--- src/rtl/vga_sync_if.sv ---
// Raster timing bundle between the VGA sync source and its consumers.
// The sync source drives the master side; the enable comes from downstream.
interface vga_sync_if;
    logic       enable_i;
    logic       Hsync_o;
    logic       Vsync_o;
    logic [9:0] col_count_o;
    logic [9:0] row_count_o;
    logic       active_o;
    logic       line_start_o;
    logic       frame_start_o;

    modport master (
        input  enable_i,
        output Hsync_o, Vsync_o,
        output col_count_o, row_count_o,
        output active_o, line_start_o, frame_start_o
    );

    modport slave (
        output enable_i,
        input  Hsync_o, Vsync_o,
        input  col_count_o, row_count_o,
        input  active_o, line_start_o, frame_start_o
    );
endinterface

--- src/rtl/vga_sync_pulse_gen.sv ---
// Free-running VGA raster scanner: active-video Hsync/Vsync markers,
// aligned pixel counts and line/frame start strobes, one register of latency.
module vga_sync_pulse_gen #(
    parameter int TOTAL_COLS  = 800,
    parameter int TOTAL_ROWS  = 525,
    parameter int ACTIVE_COLS = 640,
    parameter int ACTIVE_ROWS = 480
) (
    input  logic      clk_i,
    input  logic      rst_n_i,
    vga_sync_if.master vga
);
    if (TOTAL_COLS > 1024 || TOTAL_ROWS > 1024 ||
        ACTIVE_COLS < 1 || ACTIVE_ROWS < 1 ||
        ACTIVE_COLS >= TOTAL_COLS || ACTIVE_ROWS >= TOTAL_ROWS) begin : g_bad_params
        $error("vga_sync_pulse_gen: invalid raster parameters");
    end

    localparam logic [9:0] HLAST = 10'(TOTAL_COLS - 1);
    localparam logic [9:0] VLAST = 10'(TOTAL_ROWS - 1);
    localparam logic [9:0] ACOLS = 10'(ACTIVE_COLS);
    localparam logic [9:0] AROWS = 10'(ACTIVE_ROWS);

    logic [9:0] h_q, h_d, v_q, v_d;
    logic [9:0] col_q, col_d, row_q, row_d;
    logic       hs_q, hs_d, vs_q, vs_d, act_q, act_d;
    logic       ls_q, ls_d, fs_q, fs_d;

    always_comb begin
        h_d = h_q;
        v_d = v_q;
        if (vga.enable_i) begin
            if (h_q == HLAST) begin
                h_d = '0;
                v_d = (v_q == VLAST) ? '0 : v_q + 10'd1;
            end else begin
                h_d = h_q + 10'd1;
            end
        end
    end

    // Outputs describe the pixel the counters point at before advancing.
    always_comb begin
        col_d = col_q;
        row_d = row_q;
        hs_d  = hs_q;
        vs_d  = vs_q;
        ls_d  = 1'b0;
        fs_d  = 1'b0;
        if (vga.enable_i) begin
            col_d = h_q;
            row_d = v_q;
            hs_d  = (h_q < ACOLS);
            vs_d  = (v_q < AROWS);
            ls_d  = (h_q == '0);
            fs_d  = (h_q == '0) && (v_q == '0);
        end
        act_d = hs_d & vs_d;
    end

    always_ff @(posedge clk_i or negedge rst_n_i) begin
        if (!rst_n_i) begin
            h_q   <= '0;
            v_q   <= '0;
            col_q <= '0;
            row_q <= '0;
            hs_q  <= 1'b0;
            vs_q  <= 1'b0;
            act_q <= 1'b0;
            ls_q  <= 1'b0;
            fs_q  <= 1'b0;
        end else begin
            h_q   <= h_d;
            v_q   <= v_d;
            col_q <= col_d;
            row_q <= row_d;
            hs_q  <= hs_d;
            vs_q  <= vs_d;
            act_q <= act_d;
            ls_q  <= ls_d;
            fs_q  <= fs_d;
        end
    end

    assign vga.Hsync_o       = hs_q;
    assign vga.Vsync_o       = vs_q;
    assign vga.col_count_o   = col_q;
    assign vga.row_count_o   = row_q;
    assign vga.active_o      = act_q;
    assign vga.line_start_o  = ls_q;
    assign vga.frame_start_o = fs_q;
endmodule

--- src/flat_wrapper.sv ---
// flat-port wrapper written by rule: the top's interface ports become plain ports
module vga_sync_pulse_gen_flat 
#(
    parameter int TOTAL_COLS  = 800,
    parameter int TOTAL_ROWS  = 525,
    parameter int ACTIVE_COLS = 640,
    parameter int ACTIVE_ROWS = 480
)
  (clk_i, rst_n_i, vga_enable_i, vga_Hsync_o, vga_Vsync_o, vga_col_count_o, vga_row_count_o, vga_active_o, vga_line_start_o, vga_frame_start_o);
  vga_sync_if vga_i ();
  input  logic clk_i;
  input  logic rst_n_i;
  input wire logic [$bits(vga_i.enable_i)-1:0] vga_enable_i;
  output wire logic [$bits(vga_i.Hsync_o)-1:0] vga_Hsync_o;
  output wire logic [$bits(vga_i.Vsync_o)-1:0] vga_Vsync_o;
  output wire logic [$bits(vga_i.col_count_o)-1:0] vga_col_count_o;
  output wire logic [$bits(vga_i.row_count_o)-1:0] vga_row_count_o;
  output wire logic [$bits(vga_i.active_o)-1:0] vga_active_o;
  output wire logic [$bits(vga_i.line_start_o)-1:0] vga_line_start_o;
  output wire logic [$bits(vga_i.frame_start_o)-1:0] vga_frame_start_o;
  assign vga_i.enable_i = vga_enable_i;
  assign vga_Hsync_o = vga_i.Hsync_o;
  assign vga_Vsync_o = vga_i.Vsync_o;
  assign vga_col_count_o = vga_i.col_count_o;
  assign vga_row_count_o = vga_i.row_count_o;
  assign vga_active_o = vga_i.active_o;
  assign vga_line_start_o = vga_i.line_start_o;
  assign vga_frame_start_o = vga_i.frame_start_o;
  vga_sync_pulse_gen #(.TOTAL_COLS(TOTAL_COLS), .TOTAL_ROWS(TOTAL_ROWS), .ACTIVE_COLS(ACTIVE_COLS), .ACTIVE_ROWS(ACTIVE_ROWS)) u_core (.clk_i(clk_i), .rst_n_i(rst_n_i), .vga(vga_i));
endmodule
--- config.mk ---
export PLATFORM = sky130hd
export DESIGN_NAME = vga_sync_pulse_gen_flat
export DESIGN_NICKNAME = d
export VERILOG_FILES = /design/src/rtl/vga_sync_if.sv /design/src/rtl/vga_sync_pulse_gen.sv /design/src/flat_wrapper.sv
export SDC_FILE = /design/constraint.sdc
export NUM_CORES = 1
export LEC_CHECK = 0
export CORE_ASPECT_RATIO = 1.5
export CORE_MARGIN = 8
export CORE_UTILIZATION = 45
export DETAILED_ROUTE_END_ITERATION = 8
export PLACE_DENSITY = 0.73
export SLEW_MARGIN = 20
export SYNTH_ARGS = -nofsm -noshare
export SYNTH_HDL_FRONTEND = slang
export SYNTH_SLANG_ARGS = --single-unit
--- constraint.sdc ---
create_clock -name clk_i -period 2.9 [get_ports clk_i]
set_clock_uncertainty 0.15 [all_clocks]
set_input_delay 0.87 -clock clk_i [delete_from_list [all_inputs] [get_ports clk_i]]
set_output_delay 0.87 -clock clk_i [all_outputs]
set_load 0.005 [all_outputs]
==> results.json <==
{
  "vias": 1355,
  "synthArstFlopShare_pct": 100.0,
  "drive_gt1_share_pct": 19.27,
  "rsz0062_at_grt": "false",
  "cp_max_fo": 34,
  "design_area_um2": 2404,
  "clk_pin_slew_ns": 0.08,
  "core_area_um2": 4245,
  "crit_path_start_kind": "input pin",
  "gr-usage-all-layers_pct": 12.04,
  "path_cells": "clkdlybuf4s50_1, buf_4, and4_1, nand4_1, xor2_1, nor2_1",
  "fmax_mhz": 425.6,
  "port_buffers": 27,
  "final-hold-violation-count": 0,
  "postCtsHoldBufs": 0,
  "final_core_util_pct": 56.62,
  "rows": 29,
  "cts_tree": "built",
  "synthDistinctLibCells": 36,
  "grt_max_degree": 46,
  "synth_edf_count": 0,
  "cp.required_ns": 2.97,
  "grt_pass1_vias": 1497,
  "antenna_found_initial": 0,
  "switchingPower_w": 0.0003567,
  "first_iter_violations": 86,
  "path_class": "input pin to flip-flop",
  "setup_tns_ns": 0,
  "vias_per_cell": 5.693,
  "clkPwrFrac_pct": 27.6,
  "post-synth-top-count-cell": "dfrtp_1",
  "timing.final.crit_share_pct": 81.02,
  "clock-sinks": 45,
  "whs_ns": 0.3476,
  "wl_um": 3893,
  "cts_max_path_buffers": 2,
  "nets": 199,
  "cts_root_buf": "clkbuf_8",
  "area_delta_synth_final_pct": 20.67,
  "synthCells": 161,
  "overflow": 0,
  "routedWlPerCell_um": 16.36,
  "setup_viol": 0,
  "slowest_delay_ns": 0.50,
  "dr.pass1.iters": 4,
  "p_int_w": 0.001027,
  "drv_slew": 0,
  "initial_core_util_pct": 46.92,
  "worst_ep_arrival_time_ns": 2.42,
  "htreeDepth": 2,
  "diodes": 0,
  "synth_flop_cell": "dfrtp_1",
  "grt_pass1_wl_um": 6906,
  "leakagePower_nw": 1.075,
  "synth.cell_area_um2": 1992,
  "synth.avg_cell_area_um2": 12.37,
  "post_cts_resized": 0,
  "netlist_top_cells_count": "dfrtp_1, mux2_2, nand3_1, nand2_1",
  "top_level_ports": 28,
  "dp_hpwl_um": 2802,
  "drv_cap": 0,
  "ys_warn_count": 0,
  "netSwitchingFraction_pct": 25.77,
  "cp-end-kind": "flip-flop",
  "postCtsSetupBuffers": 0,
  "synth_top_area_share_pct": 56.53,
  "die_x_um": 70.32,
  "drc": 0,
  "yosys.area.top_type": "dfrtp_1",
  "clk_latency_ns": 0.29,
  "holdCritPathClass": "flip-flop to flip-flop",
  "status": "completed",
  "cts_made_buffers": 5,
  "cp_slowest_cell": "clkdlybuf4s50_1",
  "finalWeightedCongestion": 0.8447,
  "yosys_register_bits": 45,
  "p_per_area_nw_per_um2": 575.7,
  "seq_power_share_pct": 56.3,
  "dieHeight_um": 97.49,
  "dieArea_um2": 6855,
  "p_comb_share_pct": 16.1,
  "dpl_cell_area_um2": 2317,
  "synth_nets": 168,
  "worstMarginPinSlew_ns": 0.4631,
  "ant_nets": 0,
  "ir_drop_mv": 0.5297,
  "synth_area_leaders": "dfrtp_1, mux2_2, and4_1",
  "ys_seq_area_share_pct": 56.53,
  "finalCriticalPeriod_ns": 2.349,
  "max_slew_margin_pct": 68.84
}
state kept, by name, indices dropped and copies added, names as in the netlist:
name / flops
u_core.v_q: 10
u_core.vga.Vsync_o: 1
u_core.vga.active_o: 1
u_core.vga.frame_start_o: 1
u_core.vga.row_count_o: 10
u_core.h_q: 10
u_core.vga.line_start_o: 1
u_core.vga.col_count_o: 10
u_core.vga.Hsync_o: 1
power by group through the flow:
stage                     Sequential (W)  Clock, W  Combinational [W]
after floorplan                 0.000775         0           0.000110
after global placement          0.000785         0           0.000222
after detailed placement        0.000791         0           0.000225
after CTS                       0.000779  0.000396           0.000228
after global routing            0.000795  0.000420           0.000251
final                           0.000779  0.000382           0.000223
final cells by class:
type,count,area (µm²)
fillers,374,1842
inverters,5,18.77
clock buffers,7,86.33
multi-input cells,105,814.5
repair buffers,30,300.3
well taps,46,57.56
flip-flops and latches,45,1126
per-stage QoR:
stage	setup WS [ns]	power, W	std cells
final	0.5505	0.001384	238
after global routing	0.4629	0.001466	238
after floorplan	0.8113	0.0008855	161
after global placement	0.3239	0.001007	231
after CTS	0.5513	0.001402	238
after detailed placement	0.2404	0.001016	231
path summary, 6_finish.rpt:
check                      slack [ns]               start  cells after the start            endpoint
max                              0.55        vga_enable_i                      6       u_core.h_q[9]
max reg2reg                      0.99       u_core.h_q[0]                      5       u_core.v_q[7]
min reg2reg                      0.35  u_core.vga.Hsync_o                      1  u_core.vga.Hsync_o
max in group asynchronous        2.00             rst_n_i                      2       u_core.h_q[8]
min in group asynchronous        0.39             rst_n_i                      2       u_core.v_q[4]
min                              0.35  u_core.vga.Hsync_o                      1  u_core.vga.Hsync_o
layout by cell type, fill, tap and decap left out, drive strengths merged:
cell type	Yosys	final
a21oi	4	4
nor3	4	4
nor2	5	5
and2	1	1
nor2b	1	1
o211ai	1	1
clkdlybuf4s50	0	26
o31ai	1	1
o21ai	7	7
nand3	8	8
dfrtp	45	45
and3	4	4
a21bo	1	1
buf	2	4
nand2	8	8
mux2	21	21
ha	4	4
xnor2	5	5
xor2	6	6
and4	7	7
nand4	6	6
nand2b	1	1
nor4b	1	1
o22ai	1	1
nor4	2	2
a31oi	3	3
o21a	1	1
or3	1	1
inv	5	5
and4b	1	1
clkbuf	4	7
worst max-delay path, delay by kind of cell:
kind / cells / cell delay [ns]
buf+inv: 2 / 0.86
simple gates: 3 / 0.52
xor+xnor: 1 / 0.16
layer usage:
layer | global-route usage (%) | routed length, µm | vias up
met5 | 0 | 0 | -
met4 | 6.988 | 113 | 0
met3 | 4.601 | 224 | 10
met2 | 20.56 | 2092 | 27
met1 | 11.96 | 1462 | 680
li1 | - | - | 638
logic make-up after synthesis:
group,count (synthesis),synth area share (%)
adders and majority gates,4,2.513
and+or+nand+nor,50,15.77
AOI/OAI and AO/OA,19,5.905
buffers and inverters,11,2.575
muxes,21,11.87
DFF,45,56.53
xor gates and xnor gates,11,4.837
(Power assumes the default switching activity.)
